--- src/rtl/xreq_splitter.sv ---
// xreq_splitter: buffered request downsizer.
// Captures one wide request (DWI data + byte strobes) and replays it as a
// sequence of DWO-wide beats on a valid/ready interface. Lanes are issued in
// ascending order, and lanes whose strobe slice is all-zero are skipped. A
// request with no strobes at all (read/no-op) issues the single lane selected
// by its address.
//
// Ports:
//   clk_i, rst_i          clock, synchronous active-high reset
//   req_vld_i/req_rdy_o   wide request handshake
//   req_adr_i/dat_i/strb_i wide request payload
//   req_vld_o/req_rdy_i   narrow beat handshake
//   req_adr_o/dat_o/strb_o narrow beat payload
//   req_last_o            final beat of the current request
module xreq_splitter #(
    parameter int unsigned AW  = 19,
    parameter int unsigned DWI = 64,
    parameter int unsigned DWO = 32
) (
    input  logic                 clk_i,
    input  logic                 rst_i,
    input  logic                 req_vld_i,
    output logic                 req_rdy_o,
    input  logic [AW-1:0]        req_adr_i,
    input  logic [DWI-1:0]       req_dat_i,
    input  logic [DWI/8-1:0]     req_strb_i,
    output logic                 req_vld_o,
    input  logic                 req_rdy_i,
    output logic [AW-1:0]        req_adr_o,
    output logic [DWO-1:0]       req_dat_o,
    output logic [DWO/8-1:0]     req_strb_o,
    output logic                 req_last_o
);

    localparam int unsigned R  = DWI / DWO;
    localparam int unsigned LO = $clog2(DWO / 8);
    localparam int unsigned LI = $clog2(DWI / 8);
    localparam int unsigned LW = LI - LO;
    localparam int unsigned SI = DWI / 8;
    localparam int unsigned SO = DWO / 8;
    localparam int unsigned AH = AW - LI;

    // Stored request; only the address bits above the wide word are kept.
    logic [AH-1:0]  adr_hi_q, adr_hi_d;
    logic [DWI-1:0] dat_q, dat_d;
    logic [SI-1:0]  strb_q, strb_d;
    logic [R-1:0]   mask_q, mask_d;
    logic           busy_q, busy_d;

    // Registered beat presented on the output.
    logic [AW-1:0]  out_adr_q, out_adr_d;
    logic [DWO-1:0] out_dat_q, out_dat_d;
    logic [SO-1:0]  out_strb_q, out_strb_d;
    logic           out_last_q, out_last_d;

    logic           xfer_c;
    logic           accept_c;
    logic [R-1:0]   mask_in_c;
    logic [R-1:0]   cur_lsb_c;
    logic [LW-1:0]  lane_d;
    logic           unused_adr;

    // Low address bits only matter through the lane field.
    assign unused_adr = ^req_adr_i;

    assign xfer_c    = busy_q & req_rdy_i;
    assign req_rdy_o = !rst_i && (!busy_q || (xfer_c && out_last_q));
    assign accept_c  = req_vld_i & req_rdy_o;

    // Lane mask of the incoming request; strobe-less requests pick one lane by address.
    always_comb begin
        mask_in_c = '0;
        for (int i = 0; i < int'(R); i++) begin
            mask_in_c[i] = |req_strb_i[i*SO +: SO];
        end
        if (!(|req_strb_i)) begin
            mask_in_c = R'(1) << req_adr_i[LI-1:LO];
        end
    end

    // Isolate the lowest set bit: the lane currently on the output.
    assign cur_lsb_c = mask_q & (~mask_q + R'(1));

    // Next request state and the beat to present next cycle.
    always_comb begin
        adr_hi_d   = adr_hi_q;
        dat_d      = dat_q;
        strb_d     = strb_q;
        mask_d     = mask_q;
        busy_d     = busy_q;
        lane_d     = '0;
        out_dat_d  = '0;
        out_strb_d = '0;

        if (accept_c) begin
            adr_hi_d = req_adr_i[AW-1:LI];
            dat_d    = req_dat_i;
            strb_d   = req_strb_i;
            mask_d   = mask_in_c;
            busy_d   = 1'b1;
        end else if (xfer_c) begin
            mask_d = mask_q & ~cur_lsb_c;
            if (out_last_q) begin
                busy_d = 1'b0;
            end
        end

        // Lowest set lane of the next mask, ascending issue order.
        for (int i = int'(R) - 1; i >= 0; i--) begin
            if (mask_d[i]) begin
                lane_d = LW'(i);
            end
        end

        for (int i = 0; i < int'(R); i++) begin
            if (lane_d == LW'(i)) begin
                out_dat_d  = dat_d[i*DWO +: DWO];
                out_strb_d = strb_d[i*SO +: SO];
            end
        end

        out_adr_d  = AW'({adr_hi_d, lane_d}) << LO;
        out_last_d = (mask_d != '0) && ((mask_d & (mask_d - R'(1))) == '0);
    end

    // State and output registers.
    always_ff @(posedge clk_i) begin
        if (rst_i) begin
            adr_hi_q   <= '0;
            dat_q      <= '0;
            strb_q     <= '0;
            mask_q     <= '0;
            busy_q     <= 1'b0;
            out_adr_q  <= '0;
            out_dat_q  <= '0;
            out_strb_q <= '0;
            out_last_q <= 1'b0;
        end else begin
            adr_hi_q   <= adr_hi_d;
            dat_q      <= dat_d;
            strb_q     <= strb_d;
            mask_q     <= mask_d;
            busy_q     <= busy_d;
            out_adr_q  <= out_adr_d;
            out_dat_q  <= out_dat_d;
            out_strb_q <= out_strb_d;
            out_last_q <= out_last_d;
        end
    end

    assign req_vld_o  = busy_q;
    assign req_adr_o  = out_adr_q;
    assign req_dat_o  = out_dat_q;
    assign req_strb_o = out_strb_q;
    assign req_last_o = out_last_q;

endmodule

--- config.mk ---
export PLATFORM = sky130hd
export DESIGN_NAME = xreq_splitter
export DESIGN_NICKNAME = d
export VERILOG_FILES = /design/src/rtl/xreq_splitter.sv
export SDC_FILE = /design/constraint.sdc
export NUM_CORES = 1
export LEC_CHECK = 0
export CAP_MARGIN = 15
export CORE_MARGIN = 2
export CORE_UTILIZATION = 50
export CTS_CLUSTER_SIZE = 40
export DETAILED_ROUTE_END_ITERATION = 8
export PLACE_DENSITY = 0.8
export SYNTH_ARGS = -nofsm -noshare
export SYNTH_HDL_FRONTEND = slang
export SYNTH_SLANG_ARGS = --single-unit
--- constraint.sdc ---
create_clock -name clk_i -period 5.31 [get_ports clk_i]
set_input_delay 1.593 -clock clk_i [delete_from_list [all_inputs] [get_ports clk_i]]
set_output_delay 1.593 -clock clk_i [all_outputs]
set_load 0.1 [all_outputs]
* After elaboration in Yosys (flattened, before gate mapping)
Index checks and enable logic that the tools add are counted.
** Word-level totals
- Register bits after elaboration :: 147
- Input bits :: 95
- Output and inout port bits :: 58
- Word-level logic and storage cells :: 47
** Operators by class
- Add/sub/neg operators :: 2
- Shift operators :: 1
- Multiplexer cells :: 13
- Bitwise operators :: 7
- Reduce and logical (&&, ||, !) cells :: 14
** Operators by type and width (count)
- 64-bit 2-to-1 mux :: 1
- 32-bit 2-to-1 mux :: 1
- 16-bit 2-to-1 mux :: 1
- 8-bit 2-to-1 mux :: 1
- 4-bit OR reduction :: 2
- 8-bit OR reduction :: 1
- 2-bit bitwise AND :: 3
- 2-bit 2-to-1 mux :: 3
- 2-bit nonzero test :: 3
- 1-bit 2-to-1 mux :: 5
- 4-bit 2-to-1 mux :: 1
- 2-bit NOT :: 2
- 1-bit logical AND :: 3
- 2-bit by 1-bit adder with 2-bit output, second input constant :: 1
- 1-bit bitwise AND :: 2
- 1-bit logical NOT :: 2
- 2-bit logical NOT :: 1
- 2-bit AND reduction :: 1
- 1-bit by 1-bit << shifter with 2-bit output, first input constant :: 1
- 2-bit by 1-bit subtractor with 2-bit output, second input constant :: 1
- 1-bit logical OR :: 1

* Depth between registers and ports, before layout
- Word-level depth :: 11
- Gate-level depth with buffers :: 11
- Depth with buffers taken out :: 7

* Worst setup path before layout
Ideal clock, no wire load.
- Kind :: in2out
- Start point :: input rst_i
- End point :: output req_rdy_o
- Arrival time :: 3370 ps
- Data required time :: 3717 ps
- Setup slack :: 347 ps
- Cell stages on the path :: 4
- Path through :: buf_2 > buf_2 > clkbuf_1 > nor2_1
** On the way
- Longest elaborated chain between the ends :: 2
** RTL lines
- start: declaration :: RTL line 21 : input logic rst_i,
- 1-bit logical NOT :: RTL line 67 : assign req_rdy_o = !rst_i && (!busy_q || (xfer_c && out_last_q));
- 1-bit logical AND :: RTL line 67
- end: declaration :: RTL line 23 : output logic req_rdy_o,
No other way between the ends.

* Worst setup path after layout
- Start point :: input req_rdy_i
- End point :: output req_rdy_o
** On the way
- Longest elaborated chain between the ends :: 4
** RTL lines
- start: declaration :: RTL line 28 : input logic req_rdy_i,
- 1-bit bitwise AND :: RTL line 66 : assign xfer_c = busy_q & req_rdy_i;
- 1-bit logical AND :: RTL line 67
- 1-bit logical OR :: RTL line 67
- 1-bit logical AND :: RTL line 67
No other way between the ends.

==> flow_summary.rst <==
.. list-table::
   :header-rows: 1

   * - Metric
     - Value
   * - Status
     - complete, no violations
   * - Cell row count
     - 36
   * - Required time reported for the critical path endpoint
     - about 3.7 ns
   * - Gates resized, CTS repair
     - 0
   * - Mapped Cells
     - 539
   * - Worst setup path start
     - req_rdy_i
   * - Register bit total from synthesis
     - roughly 130
   * - Clock Pin Slew Worst Setup and Hold Paths
     - 0.06 ns
   * - Cell at the root of the clock tree
     - sky130_fd_sc_hd__clkbuf_8
   * - Startpoint of the lowest-slack hold path
     - dat_q[2]
   * - Crit-path leading delay family
     - buffers and inverters
   * - Pins over their slew limit
     - 0
   * - Final worst clock skew
     - between 0.006 and 0.007 ns
   * - TritonCTS clock tree
     - yes
   * - Number of violations reported at the end of detailed-routing iteration 0
     - 216
   * - Synth-to-layout area growth
     - 40.9%
   * - Average wire per cell in the routed design
     - roughly 15 um
   * - Overall routing resource usage
     - 0.229
   * - Cell breakdown of the critical path
     - clkdlybuf4s50_1 > a21boi_0 > nor2_1 > buf_4
   * - Slowest stage delay, CP
     - 0.52 ns
   * - Setup violation total in the final timing report
     - 0
   * - Total inserted antenna cells
     - 0
   * - Total number of clock tree sinks
     - around 130
   * - Maximum clock path buffer count
     - 2
   * - Initial antenna violation count
     - 0
   * - Util after Layout
     - 0.727
   * - First-pass DRT Iterations
     - 4
   * - Via count of the first global-routing pass
     - 4251
   * - Total via count in the routed design
     - 4329
   * - Final weighted congestion in routability-driven placement
     - 0.753
   * - Post-CTS Repair Setup Buffers
     - 0
   * - DRC
     - 0
   * - Headroom to the max-slew limit
     - 0.320
   * - Wire length of the first global-routing pass
     - 20.4 mm
   * - Type of the tightest min-delay check
     - flip-flop to flip-flop
   * - Crit start category
     - input pin
   * - Leading cell types in the layout, fill and taps excluded
     - sky130_fd_sc_hd__clkdlybuf4s50_1 (146), sky130_fd_sc_hd__dfxtp_1 (129), sky130_fd_sc_hd__nand2_1 (105), sky130_fd_sc_hd__nand3b_1 (52), sky130_fd_sc_hd__nor2_1 (41)
   * - Die Wd
     - 104 um
   * - Final Hold Viols
     - 0
   * - Number of nets in the layout
     - roughly 760
   * - Element type at the critical path end
     - output port
   * - Die Footprint
     - 10900 um^2
   * - Clock buffers created by TritonCTS
     - 17
   * - Number of buffers added to fix hold violations after cts
     - 0
   * - RSZ-0062 raised after global routing
     - false
   * - Overflow after GRT
     - 0
   * - Total Routed Length
     - approximately 12 mm
   * - Average vias per placed instance
     - 5.35
   * - Data arrival at the endpoint of the critical path
     - 2.63 ns
   * - Unique masters post-synth
     - 25
   * - Number of antenna-violating nets in the routed design
     - 0
   * - Min Tclk post-route
     - 4.22 ns
   * - Slew at the pin closest to its max-slew limit
     - 1.02 ns
   * - Sum of net half-perimeters after detailed placement
     - 7.78 mm
   * - Initial core utilization
     - 0.516
   * - Total Neg Setup Slack
     - 0 ns
   * - Number of I/O port buffers
     - 148
   * - Largest net degree at the start of global routing
     - 100
   * - CP max stage cell
     - sky130_fd_sc_hd__clkdlybuf4s50_1
   * - Number of max-capacitance violations reported
     - 0
   * - Standard cell core area
     - 9770 um^2
   * - Critical path fanouts, max
     - 3
   * - R2R Path Start
     - req_vld_o
   * - Final period utilization
     - 0.795
   * - Summed instance area of the synthesized netlist
     - approximately 5000 um^2
   * - Number of buffers and inverters on the critical path
     - 2
   * - Most frequent standard cell in the layout excluding fill and tap cells
     - sky130_fd_sc_hd__clkdlybuf4s50_1
   * - Critical setup path kind
     - input pin to output port
   * - Share of cells above drive strength 1
     - 0.0695
   * - Post-synthesis area per instance
     - between 9 and 10 um^2
   * - Max VDD drop
     - 243 uV
   * - Fmax
     - around 0.24 GHz
   * - Sequential fraction of the synthesis area
     - 0.512
   * - Maximum level of the CTS H-tree
     - 4
   * - Clock network latency to the later pin of the worst-skew pair
     - approximately 0.51 ns
   * - Pwr Density
     - around 420 nW/um^2
   * - Num ports
     - 153
   * - Leakage power summed over all cells
     - 3.13 nW
   * - Total of warnings raised by yosys
     - 0
   * - Vertical extent of the die
     - 104 um
synthesized netlist by cell type, drive strengths merged:
library cell | instances | area, um^2
and2 | 2 | 12.5
nor4 | 1 | 6.26
dfxtp | 129 | 2580
clkbuf | 24 | 90.1
nand3b | 52 | 390
conb | 1 | 3.75
a21bo | 1 | 10.0
mux2i | 38 | 380
buf | 27 | 179
o21bai | 36 | 270
ha | 1 | 12.5
nor2 | 41 | 154
or4 | 1 | 7.51
nand2 | 106 | 405
nor2b | 3 | 21.3
a21boi | 1 | 7.51
a221oi | 36 | 315
a21oi | 1 | 5.00
nor3 | 36 | 180
o21ai | 2 | 10.0
registers in the layout (all words and copies together) (netlist names), 2 cells and up:
register / count
mask_q: 2
dat_q: 64
req_dat_o: 32
strb_q: 8
adr_hi_q: 16
req_strb_o: 4
report_power, final:
| part | internal, mW | switching, mW | total (mW) |
|---|---|---|---|
| sequential | 1.05 | 0.0307 | 1.08 |
| clock | 0.753 | 0.417 | 1.17 |
| combinational | 0.219 | 0.521 | 0.740 |
cell type report:
type,instances,area [um^2]
Clock buffer,20,455
Clock inverter,12,156
Tap cell,133,166
Fill cell,744,2670
Multi-Input combinational cell,360,2220
Timing Repair Buffer,155,1530
Sequential cell,129,2580
layer usage:
metal / vias to the layer above / wire, um / global-route usage
li1: 2130 / - / -
met1: 2049 / 5220 / 0.281
met2: 143 / 5920 / 0.365
met3: 7 / 1080 / 0.0959
met4: 0 / 74 / 0.0743
met5: - / 0 / 0
worst min-delay path: stages, from the launching register on:
cell and delay (ns):
sky130_fd_sc_hd__dfxtp_1 0.31, sky130_fd_sc_hd__nand3b_1 0.07, sky130_fd_sc_hd__nand2_1 0.05
worst paths after layout:
path / end / slack [ns] / cells past startpoint
worst min-delay path: dat_q[2] / 0.47 / 2
worst min register to register: dat_q[2] / 0.47 / 2
worst max register to register: req_dat_o[13] / 2.53 / 6
worst max-delay path: req_rdy_o / 1.09 / 4
cell families after synthesis:
kind of cell / after synthesis / synth area share
compound gates: 77 / 0.123
fa+ha+maj: 1 / 0.00248
buf+inv: 51 / 0.0533
flops: 129 / 0.512
mux: 38 / 0.0754
other cells: 1 / 0.000744
simple gates: 242 / 0.233
through the flow:
stage               hold slack, ns  total power [mW]  instances  instance area, um^2  setup WS, ns
floorplan                    0.446              1.64        540                 5050         0.347
detailed placement           0.461              1.84        777                 6490         0.868
global route                 0.488              3.10        809                 7110         0.965
finish                       0.472              2.99        809                 7110          1.09
global placement             0.455              1.83        777                 6490         0.936
CTS                          0.473              3.02        809                 7110          1.08
(Power assumes the default switching activity.)
